[src/rtl/uart_pkg.sv]
// Shared UART definitions: frame geometry and the packed frame layout
// used by the receiver, the parity checker and the frame debugger.
package uart_pkg;

    localparam int FRAME_W    = 9;
    localparam int DATA_W     = 8;
    localparam int PARITY_BIT = 8;

    // Bit 8 carries the parity bit, bits 7:0 carry the data byte.
    typedef struct packed {
        logic              parity;
        logic [DATA_W-1:0] data;
    } uart_frame_t;

endpackage

[src/rtl/uart_parity_check.sv]
// Combinational parity checker for one UART frame. Shared with the UART
// receiver so both sides agree on what a good frame is.
module uart_parity_check
    import uart_pkg::*;
#(
    parameter bit PARITY_ODD = 1'b0
) (
    input  logic [FRAME_W-1:0] frame,
    output logic               parity_ok
);

    uart_frame_t frame_fields;
    logic        expected_parity;

    // XOR tree over the data byte, inverted for odd parity, then compared with the received parity bit
    always_comb begin
        frame_fields    = uart_frame_t'(frame);
        expected_parity = (^frame_fields.data) ^ PARITY_ODD;
        parity_ok       = (frame_fields.parity == expected_parity);
    end

endmodule

[src/rtl/uart_frame_debugger.sv]
// Observation block on the UART receive path: latches the last frame for
// LEDs or a logic analyser, checks its parity and keeps saturating frame
// and parity-error counters plus a sticky error flag. Never stalls the
// receiver; frame is only looked at while frame_valid is high.
module uart_frame_debugger
    import uart_pkg::*;
#(
    parameter bit PARITY_ODD = 1'b0,
    parameter int CNT_W      = 16
) (
    input  logic               clk,
    input  logic               rst,
    input  logic [FRAME_W-1:0] frame,
    input  logic               frame_valid,
    output logic [FRAME_W-1:0] debug_frame,
    output logic               frame_strobe,
    output logic               parity_ok,
    output logic               parity_err_sticky,
    output logic [CNT_W-1:0]   frame_count,
    output logic [CNT_W-1:0]   err_count
);

    localparam logic [CNT_W-1:0] CNT_MAX = '1;
    localparam logic [CNT_W-1:0] CNT_ONE = CNT_W'(1);

    logic frame_parity_ok;

    uart_parity_check #(
        .PARITY_ODD (PARITY_ODD)
    ) u_parity_check (
        .frame     (frame),
        .parity_ok (frame_parity_ok)
    );

    // Capture register, strobe, sticky flag and saturating counters; reset wins over a same-cycle capture
    always_ff @(posedge clk) begin
        if (rst) begin
            debug_frame       <= '0;
            frame_strobe      <= 1'b0;
            parity_ok         <= 1'b1;
            parity_err_sticky <= 1'b0;
            frame_count       <= '0;
            err_count         <= '0;
        end else if (frame_valid) begin
            debug_frame  <= frame;
            frame_strobe <= 1'b1;
            parity_ok    <= frame_parity_ok;
            if (frame_count != CNT_MAX) begin
                frame_count <= frame_count + CNT_ONE;
            end
            if (!frame_parity_ok) begin
                parity_err_sticky <= 1'b1;
                if (err_count != CNT_MAX) begin
                    err_count <= err_count + CNT_ONE;
                end
            end
        end else begin
            frame_strobe <= 1'b0;
        end
    end

endmodule

[config.mk]
export PLATFORM = sky130hd
export DESIGN_NAME = uart_frame_debugger
export DESIGN_NICKNAME = d
export VERILOG_FILES = /design/src/rtl/uart_pkg.sv /design/src/rtl/uart_parity_check.sv /design/src/rtl/uart_frame_debugger.sv
export SDC_FILE = /design/constraint.sdc
export NUM_CORES = 1
export LEC_CHECK = 0
export BUFFER_PORTS_ARGS = -buffer_cell sky130_fd_sc_hd__buf_2
export CORE_MARGIN = 2
export CORE_UTILIZATION = 40
export DETAILED_ROUTE_END_ITERATION = 16
export GPL_ROUTABILITY_DRIVEN = 1
export GPL_TIMING_DRIVEN = 0
export SYNTH_ARGS = -nofsm -noshare
export SYNTH_HDL_FRONTEND = slang
export SYNTH_SLANG_ARGS = --single-unit
[constraint.sdc]
create_clock -name clk -period 2.3 [get_ports clk]
set_clock_uncertainty 0.2 [all_clocks]
set_input_delay 0.115 -clock clk [delete_from_list [all_inputs] [get_ports clk]]
set_output_delay 0.115 -clock clk [all_outputs]
set_load 0.02 [all_outputs]
* Word level (Yosys, flattened, before mapping)
Cells that the tools add are included.
** Storage, ports and cells
- Flip-flop bits (word level) :: 44
- Input bits :: 12
- Word-level logic and storage cells :: 17
** Cells by class
- Add/subtract/negate cells :: 2
- Equality and inequality tests :: 3
- Muxes and demuxes :: 1
- Bitwise gates (word level) :: 1
- Reductions and logical operators :: 4
** Operators by type and width (number)
- 16-bit by 1-bit adder with 16-bit output, second input constant :: 2
- 16-bit != test, second input constant :: 2
- 8-bit XOR reduction :: 1
- 2-bit AND reduction :: 2
- 3-bit AND reduction :: 1
- 1-bit == test :: 1
- 1-bit two-way mux :: 1
- 1-bit inverter :: 1

* Depth between registers and ports, before layout
Gate-level depths: netlist of run 1.
- Depth in word-level cells :: 4
- Mapped depth :: 7
- Mapped depth without buffers :: 6

* Hierarchy
A second synthesis of run 1 with hierarchy kept.
** Second synthesis, totals
- Cell total of the unflattened synthesis :: 238
- Area total of the unflattened synthesis :: 2110.8 sq um
** By module, submodules not included
- uart_frame_debugger :: times used 1, cells an instance 231, area each 2035.7 sq um
- uart_parity_check :: times used 1, cells an instance 7, area each 75.1 sq um

* Worst setup path before layout of run 1
No wires, ideal clock.
- Kind :: register to register
- Start :: reg frame_count[0]
- End :: reg frame_count[1]
- Setup time :: 0.128 ns
- Arrival :: 1.747 ns
- Path slack :: 0.225 ns
- Cell stages (with the launch flop) :: 7
- Period minus slack after synthesis :: 2.075 ns
- Cell sequence :: dfxtp_1 ha_1 and2_1 nand4_1 o21ai_1 mux2i_1 nor2_1
** On the way
- Word-level cells in the longest chain between the ends :: 2
- Elaborated cells on any way between the ends :: 3
** Ends and longest elaborated chain
- start: declaration :: RTL line uart_frame_debugger.sv:19 : output logic [CNT_W-1:0] frame_count,
- start signal: assignment :: RTL line uart_frame_debugger.sv:49 : frame_count <= frame_count + CNT_ONE;
- branches (longest 2 deep; another with 16-bit by 1-bit adder with 16-bit output)
Several ways; the timed one is not identified.
A chain may end at the register's enable or synchronous reset.

* Worst setup path in the final report of run 1
- Start :: in frame[4]
- End :: reg err_count[9]
** On the way
- Word-level cells in the longest chain between the ends :: 4
** Ends and longest elaborated chain
- start: declaration :: RTL line uart_frame_debugger.sv:13 : input logic [FRAME_W-1:0] frame,
- 8-bit XOR reduction :: RTL line uart_parity_check.sv:18 : expected_parity = (^frame_fields.data) ^ PARITY_ODD;
- 1-bit == test :: RTL line uart_parity_check.sv:19 : parity_ok = (frame_fields.parity == expected_parity);
- 1-bit inverter (no source line)
- 3-bit AND reduction (no source line)
- end signal: assignment :: RTL line uart_frame_debugger.sv:54 : err_count <= err_count + CNT_ONE;
- end: declaration :: RTL line uart_frame_debugger.sv:20 : output logic [CNT_W-1:0] err_count
No other way between the ends.

==> impl_metrics.tcl, run 1 <==
set metrics [dict create \
    worst_pin_slew_ns 0.697 \
    critPathMaxFanout 6 \
    crit_path_start_kind "input port" \
    die_area_um2 5850 \
    holdPathStages 1 \
    cts.sinks 44 \
    hp-class "reg -> reg" \
    max-vdd-ir-drop_v 0.000331 \
    synth.largest_area_cell "dfxtp_1" \
    synth.distinct_cells 41 \
    synthTopCellsByArea "dfxtp_1, xor2_1, nor2_1, mux2i_1, or4_1" \
    die_x_um 76.5 \
    synth.net_count 248 \
    drive_above_1_share 0.256 \
    reg2reg_depth 6 \
    worst_ep_required_time_ns 2.29 \
    p_per_area_nw_per_um2 603 \
    layout_setup_ws_ns 0.0157 \
    critPathKind "in -> reg" \
    synth-async-reset-ratio 0 \
    cts_buffer_depth 2 \
    worstSetupEndpointType "flop" \
    tritoncts "yes" \
    synthTopCellsByCount "dfxtp_1, nor2_1" \
    hpwl_um 3560 \
    drv_cap 0 \
    cts_root_buf "clkbuf_8" \
    yosysWarnings 0 \
    die_y_um 76.5 \
    place.gp.congestion 0.766 \
    yosysMostFrequentCell "dfxtp_1" \
    area_growth_syn_to_layout_pct 29.6 \
    maxSlewViolCount 0 \
    initial_core_util 0.414 \
    grt_pass1_wl_um 8710 \
    status "finished clean" \
    synth-seq-cells 44 \
    drc 0 \
    fin_crit_ns 2.28 \
    n_antenna_cell 0 \
    path_clk_slew_ns 0.08 \
    slowest_delay_ns 0.55 \
    numPortBuffers 55 \
    drtIter0Drc 96 \
    grt.overflow.total 0 \
    grt_usage 0.182 \
    grt_pass1_vias 1816 \
    cts_made_buffers 5 \
    synth_edf_count 0 \
    fmax_mhz 438 \
    setup-violations-final 0 \
    core_area_um2 5070 \
    ant_nets 0 \
    ys_seq_area_frac 0.419 \
    post_drt_wl_per_cell_um 13.8 \
    finalPower_w 0.00164 \
    antenna_found_initial 0 \
    ios 56 \
    cts.htree.levels 2 \
    grt_start_max_net_pins 14 \
    netlist.area_leader.share 0.419 \
    syn_avg_cell_area_um2 8.98 \
    place_ws_ns 0.0900 \
    r2r_slack_ns 0.18 \
    syn_inst 234 \
    num_vias 2043 \
    finalCritPeriodShare 0.993 \
    path_cells "dlygate4sd3_1 -> buf_2 -> xnor2_2 -> xnor3_2 -> xnor2_4 -> buf_6 -> nor4_4 -> mux2_2" \
    via_per_inst 5.40 \
    cpMaxStageDelayCell "dlygate4sd3_1" \
    hold_ws_ns 0.271 \
    synth_ff_type "dfxtp_1" \
    p_leak_nw 1.17 \
    syn_area_um2 2100 \
    clk-insertion-delay-late_ns 0.29 \
    hold_violations 0 \
    row_count 26 \
    detail_route.first_pass.iterations 4 \
    cp.arrival_ns 2.27 \
    max_slew_margin 0.536 \
    wl_um 5230 \
    nNetsFinal 322 \
]
## through the flow
step | util | std cells | TNS [ns] | cell area [µm²]
floorplan | - | 234 | 0 | 2100
global route | 0.537 | 378 | -0.0908 | 2720
detailed placement | 0.486 | 359 | 0 | 2460
global placement | 0.486 | 359 | 0 | 2460
CTS | 0.523 | 377 | 0 | 2660
finish | 0.537 | 378 | 0 | 2720
## cell usage in the layout, fill, tap and decap left out, types with 2 or more instances in the layout
cell / n
buf_2: 58
dfxtp_1: 44
nor2_1: 27
xor2_1: 12
nand3_1: 12
nand4_1: 12
a21oi_1: 11
dlygate4sd3_1: 11
or4_1: 10
mux2i_1: 10
nand2_1: 9
o31ai_1: 9
and3_1: 8
nor3_1: 7
and4_1: 5
clkbuf_1: 5
clkbuf_8: 5
inv_1: 4
xnor2_1: 4
o21a_1: 4
o21ai_0: 3
o211ai_1: 3
xnor2_2: 2
nand2b_1: 2
or3_1: 2
and2_1: 2
ha_1: 2
## cells by family (layout without fill, tap and decap cells)
kind of cell / after synthesis / after routing / share of synthesized area
and+or+nand+nor: 103 / 103 / 0.267
buffers and inverters: 15 / 89 / 0.0315
DFF: 44 / 44 / 0.419
AOI/OAI and AO/OA: 39 / 39 / 0.124
muxes: 11 / 11 / 0.0530
xor gates and xnor gates: 20 / 20 / 0.0940
adders and majority gates: 2 / 2 / 0.0119
## sequential cells by signal, summed over array words and instances (netlist names)
name and count:
parity_ok 1, frame_strobe 1, err_count 16, debug_frame 9
frame_count 16, parity_err_sticky 1
## worst max-delay path: cells and delay by family
kind,cells,cell delay [ns]
xor gates and xnor gates,3,0.65
and+or+nand+nor,1,0.29
muxes,1,0.36
buffers and inverters,3,0.85
## path summary, 6_finish.rpt
path,from,to
setup / recovery,frame[4],err_count[9]$_SDFFE_PP0P_
hold / removal,parity_err_sticky$_SDFFE_PP0P_,parity_err_sticky$_SDFFE_PP0P_
setup reg to reg,err_count[0]$_SDFFE_PP0P_,err_count[5]$_SDFFE_PP0P_
hold reg to reg,parity_err_sticky$_SDFFE_PP0P_,parity_err_sticky$_SDFFE_PP0P_
## what timing repair did
action                     CTS  global route
hold endpoints to repair    13             0
gates resized for setup      0            11
setup endpoints to repair    0            15
setup buffers                0             1
hold buffers                11             0
## power breakdown
group | total (W) | switching [W] | leakage, nW | internal, W
Clock | 0.000472 | 0.000266 | 0.0400 | 0.000206
Sequential | 0.000811 | 0.0000220 | 0.358 | 0.000789
Combinational | 0.000360 | 0.000214 | 0.777 | 0.000145
Total | 0.00164 | 0.000502 | 1.17 | 0.00114
## final cells by class
type	instances	area (µm²)
flip-flops and latches	44	881
plain buffers	10	48.8
fillers	503	2350
clock inverters	2	12.5
clock buffers	5	68.8
repair buffers	68	398
inverters	4	15.0
well taps	70	87.6
multi-input cells	175	1210
## layer usage
layer,GRT usage,share of wire
met5,0,0
met4,0.0618,0.015
met3,0.0427,0.057
met2,0.290,0.47
met1,0.242,0.46
No activity file was read; power rests on OpenSTA's default activity.
==> run 2: changes to the inputs <==
==> constraint.sdc (replaced) <==
create_clock -name clk -period 2.4 [get_ports clk]
set_clock_uncertainty 0.2 [all_clocks]
set_input_delay 0.12 -clock clk [delete_from_list [all_inputs] [get_ports clk]]
set_output_delay 0.12 -clock clk [all_outputs]
set_load 0.02 [all_outputs]
==> run 2 against run 1 <==
Against the previous run: routed wire length shrank 0.38%; worst hold slack lost 0.25 ns; first-iteration DRC count shrank 3.1%; critical endpoint unchanged; highest routed layer unchanged; final area shrank 1.1%.
==> impl_metrics.tcl, run 2 (synthesis results as in run 1) <==
set metrics [dict create \
    status "finished clean" \
    cts_buffer_depth 2 \
    numPortBuffers 55 \
    drtIter0Drc 93 \
    p_leak_nw 1.15 \
    path_delay_family "buffers and inverters" \
    setup-violations-final 0 \
    ant_nets 0 \
    worst_ep_required_time_ns 2.39 \
    grt_start_max_net_pins 14 \
    tritoncts "yes" \
    cts_root_buf "clkbuf_8" \
    worstHoldEndpoint "frame_strobe$_SDFF_PP0_" \
    die_x_um 76.5 \
    detail_route.first_pass.iterations 4 \
    nNetsFinal 321 \
    fmax_mhz 423 \
    grt_pass1_wl_um 8710 \
    slowest_delay_ns 0.53 \
    regArea_um2 881 \
    mostFrequentLayoutCells "buf_2, dfxtp_1, nor2_1" \
    layout_setup_ws_ns 0.0375 \
    antenna_found_initial 0 \
    area_growth_syn_to_layout_pct 28.2 \
    maxSlewViolCount 0 \
    n_antenna_cell 0 \
    path_clk_slew_ns 0.08 \
    r2r_slack_ns 0.18 \
    hold_violations 0 \
    layout_commonest_cell "buf_2" \
    worstHoldStart "frame_valid" \
    holdPathStages 3 \
    cpMaxStageDelayCell "dlygate4sd3_1" \
    r2r_start "frame_count[0]$_SDFFE_PP0P_" \
    worstSetupEndpointType "flop" \
    final_cell_count_no_fill 377 \
    cp.arrival_ns 2.35 \
    num_vias 2042 \
    drive_above_1_share 0.241 \
    grt.overflow.total 0 \
    worst_pin_slew_ns 0.704 \
    initial_core_util 0.414 \
    place_ws_ns 0.190 \
    finalPower_w 0.00156 \
    n_fill_cell 500 \
    dp_cells 359 \
    via_per_inst 5.42 \
    finalCritPeriodShare 0.984 \
    drc 0 \
    grt_pass1_vias 1813 \
    max-vdd-ir-drop_v 0.000311 \
    r2r_end "frame_count[1]$_SDFFE_PP0P_" \
    reg2reg_depth 6 \
    max_slew_margin 0.531 \
    cts_made_buffers 5 \
    clk-insertion-delay-late_ns 0.29 \
    hp-class "in -> reg" \
    crit_start "frame[5]" \
    critPathKind "in -> reg" \
    cts.htree.levels 2 \
    post_cts_buffers 0 \
    die_area_um2 5850 \
    wl_um 5210 \
    grt_usage 0.182 \
    die_y_um 76.5 \
    place.gp.congestion 0.766 \
    critPathMaxFanout 6 \
    row_count 26 \
    fin_crit_ns 2.36 \
    largestRegisters "err_count x16, frame_count x16, debug_frame x9" \
    multi_input_area_um2 1200 \
    cts.sinks 44 \
    path_cells "dlygate4sd3_1 -> buf_2 -> xnor2_2 -> xnor3_2 -> xnor2_4 -> buf_6 -> nor4_4 -> mux2_2" \
    drv_cap 0 \
    post_drt_wl_per_cell_um 13.8 \
    ios 56 \
    p_per_area_nw_per_um2 578 \
    crit_path_start_kind "input port" \
    fin_util 0.531 \
    hpwl_um 3560 \
    core_area_um2 5070 \
    path_buf_inv 3 \
]
[run 2: cell types whose count changed in the layout (fill, tap and decap cells not counted)]
cell / previous run / this run
clkbuf_1: 5 / 7
buf_4: 1 / 0
clkbuf_2: 1 / 0
dlygate4sd3_1: 11 / 10
o21ai_1: 0 / 1
o21ai_2: 1 / 0
or4_1: 10 / 11
or4_4: 1 / 0
xnor2_1: 4 / 5
xnor2_2: 2 / 1
[run 2: repair_timing]
item | 4_1_cts | 5_1_grt
hold endpoints to repair | 11 | 0
hold buffers | 10 | 0
resized for setup | 0 | 6
endpoints found under the setup margin | 0 | 10
[run 2: layout make-up]
type | count | share of cell area
plain buffers | 11 | 0.0190
well taps | 70 | 0.0325
multi-input cells | 175 | 0.444
clock inverters | 2 | 0.00464
inverters | 4 | 0.00557
clock buffers | 5 | 0.0255
repair buffers | 66 | 0.141
flip-flops and latches | 44 | 0.327
[run 2: tightest hold or removal path, delay by kind of cell]
family / cells / cell delay (ns)
and+or+nand+nor: 1 / 0.12
buffers and inverters: 2 / 0.24
[run 2: worst max-delay path by stage]
stage / slack (ns) / endpoint / depth (start not counted)
4_1_cts: 0.007 / err_count[9]$_SDFFE_PP0P_ / 8
3_5_place_dp: 0.19 / frame_count[1]$_SDFFE_PP0P_ / 6
3_3_place_gp: 0.19 / frame_count[1]$_SDFFE_PP0P_ / 6
2_1_floorplan: 0.33 / frame_count[1]$_SDFFE_PP0P_ / 6
6_report: 0.04 / err_count[9]$_SDFFE_PP0P_ / 8
5_1_grt: -0.02 / err_count[9]$_SDFFE_PP0P_ / 8
[run 2: routing by layer]
layer / global-route usage / vias up / wire length (µm)
li1: - / 1012 / -
met1: 0.239 / 965 / 2460
met2: 0.296 / 58 / 2430
met3: 0.0427 / 7 / 246
met4: 0.0582 / 0 / 76
met5: 0 / - / 0
[run 2: report_power, final]
group          leakage [nW]  internal, W  switching (W)  total [W]
combinational         0.757     0.000128       0.000199   0.000327
sequential            0.358     0.000756      0.0000203   0.000776
clock                0.0400     0.000197       0.000257   0.000455
[run 2: through the flow]
step	hold slack (ns)	setup TNS (ns)	cell area (µm²)
floorplan	0.0676	0	2100
global placement	0.179	0	2460
detailed placement	0.193	0	2460
CTS	0.00148	0	2650
global route	0.0636	-0.0173	2690
finish	0.0185	0	2690
==> run 3: changes to the inputs <==
--- a/config.mk
+++ b/config.mk
@@ -6,6 +6,7 @@
 export NUM_CORES = 1
 export LEC_CHECK = 0
 export BUFFER_PORTS_ARGS = -buffer_cell sky130_fd_sc_hd__buf_2
+export CORE_ASPECT_RATIO = 1.1
 export CORE_MARGIN = 2
 export CORE_UTILIZATION = 40
 export DETAILED_ROUTE_END_ITERATION = 16
==> constraint.sdc (replaced) <==
create_clock -name clk -period 2.34 [get_ports clk]
set_clock_uncertainty 0.2 [all_clocks]
set_input_delay 0.117 -clock clk [delete_from_list [all_inputs] [get_ports clk]]
set_output_delay 0.117 -clock clk [all_outputs]
set_load 0.02 [all_outputs]
==> run 3 against run 2 <==
Against the previous run: via count shrank 1.0%; non-clock buffer count is the same; highest routed layer unchanged; routed wire length shrank 4.2%; clock power grew 36%; die area is essentially flat; critical endpoint unchanged; largest power group unchanged.
==> impl_metrics.tcl, run 3 (synthesis results as in run 1) <==
set metrics [dict create \
    ant_nets 0 \
    slowest_delay_ns 0.54 \
    path_cells "dlygate4sd3_1 -> buf_2 -> xnor2_2 -> xnor3_2 -> xnor2_2 -> buf_6 -> nor4_2 -> mux2_2" \
    path_clk_slew_ns 0.09 \
    grt.overflow.total 0 \
    max_slew_margin 0.532 \
    hold_ws_ns 0.259 \
    fmax_mhz 446 \
    worst_ep_required_time_ns 2.33 \
    setup-tns-final_ns 0 \
    crit_start "frame[4]" \
    area_growth_syn_to_layout_pct 28.4 \
    reg2reg_depth 6 \
    finalPower_w 0.00172 \
    final_cell_count_no_fill 366 \
    grt_pass1_wl_um 8100 \
    drv_cap 0 \
    drive_above_1_share 0.237 \
    place.gp.congestion 0.802 \
    r2r_slack_ns 0.16 \
    worstSetupEndpoint "err_count[9]$_SDFFE_PP0P_" \
    r2r_end "err_count[0]$_SDFFE_PP0P_" \
    crit_path_start_kind "input port" \
    wl_um 5000 \
    largestRegisters "err_count x16, frame_count x16, debug_frame x9" \
    post_drt_wl_per_cell_um 13.6 \
    die_x_um 73.1 \
    maxSlewViolCount 0 \
    antenna_found_initial 0 \
    finalCritPeriodShare 0.958 \
    row_count 27 \
    rsz0062_at_grt "false" \
    via_per_inst 5.52 \
    num_vias 2021 \
    core_area_um2 5030 \
    tritoncts "yes" \
    grt_usage 0.175 \
    cts_buffer_depth 2 \
    worstSetupEndpointType "flop" \
    cp.arrival_ns 2.23 \
    grt_start_max_net_pins 15 \
    cts_made_buffers 5 \
    detail_route.first_pass.iterations 4 \
    p_leak_nw 1.17 \
    clk-insertion-delay-late_ns 0.29 \
    numPortBuffers 55 \
    status "finished clean" \
    max-vdd-ir-drop_v 0.000347 \
    cpMaxStageDelayCell "dlygate4sd3_1" \
    n_antenna_cell 0 \
    hold_violations 0 \
    dp_cells 347 \
    drc 0 \
    ios 56 \
    cts.sinks 44 \
    die_y_um 80.0 \
    layout_commonest_cell "buf_2" \
    r2r_start "err_count[0]$_SDFFE_PP0P_" \
    mostFrequentLayoutCells "buf_2, dfxtp_1, nor2_1" \
    crit_path_frequent_cell "xnor2_2" \
    critPathKind "in -> reg" \
    grt_pass1_vias 1769 \
    drtIter0Drc 80 \
    p_per_area_nw_per_um2 639 \
    worst_pin_slew_ns 0.701 \
    hpwl_um 3540 \
    cts.htree.levels 2 \
    die_area_um2 5850 \
    fin_crit_ns 2.24 \
    initial_core_util 0.418 \
    cts_root_buf "clkbuf_8" \
    setup-violations-final 0 \
    hp-class "reg -> reg" \
    critPathMaxFanout 10 \
    nNetsFinal 321 \
]
run 3: worst min path at each step:
stage / start / end / slack (ns) / cells past startpoint
final: parity_err_sticky$_SDFFE_PP0P_ / parity_err_sticky$_SDFFE_PP0P_ / 0.26 / 1
after floorplan: frame[0] / debug_frame[0]$_SDFFE_PP0P_ / 0.06 / 2
after global placement: frame[0] / debug_frame[0]$_SDFFE_PP0P_ / 0.18 / 3
after global routing: parity_err_sticky$_SDFFE_PP0P_ / parity_err_sticky$_SDFFE_PP0P_ / 0.30 / 1
after CTS: parity_err_sticky$_SDFFE_PP0P_ / parity_err_sticky$_SDFFE_PP0P_ / 0.26 / 1
after detailed placement: frame[0] / debug_frame[0]$_SDFFE_PP0P_ / 0.19 / 3
run 3: worst max-delay path, delay by kind of cell:
| kind | cells | cell delay [ns] |
|---|---|---|
| buffers and inverters | 3 | 0.84 |
| xor gates and xnor gates | 3 | 0.63 |
| muxes | 1 | 0.36 |
| and+or+nand+nor | 1 | 0.27 |
run 3: repair_timing:
action                                  CTS  global route
resized for setup                         0             3
setup buffers                             0             0
endpoints found under the hold margin    12             0
hold buffers                             11             0
endpoints found under the setup margin    0             7
run 3: layout make-up:
cell class,instances,area (µm²)
clock buffers,6,82.6
multi-input cells,175,1170
well taps,58,72.6
clock inverters,2,38.8
plain buffers,11,51.3
fillers,492,2330
flip-flops and latches,44,881
repair buffers,66,385
inverters,4,15.0
run 3: layer usage:
metal,routed length [µm],vias to the layer above,part of all wire,GRT usage
met5,0,-,0,0
met4,40,0,0.0080,0.0463
met3,178,4,0.036,0.0366
met2,2390,50,0.48,0.291
met1,2380,957,0.48,0.228
li1,-,1010,-,-
run 3: stage by stage:
stage               utilization  setup slack [ns]  instance area (µm²)
finish                    0.536            0.0993                 2700
global route              0.536            0.0129                 2700
CTS                       0.533            0.0419                 2680
detailed placement        0.487             0.118                 2450
global placement          0.487             0.133                 2450
floorplan                     -             0.265                 2100
run 3: power by group:
| group | switching (W) | total (W) | internal (W) |
|---|---|---|---|
| sequential | 0.0000197 | 0.000795 | 0.000776 |
| combinational | 0.000191 | 0.000310 | 0.000119 |
| clock | 0.000270 | 0.000619 | 0.000349 |
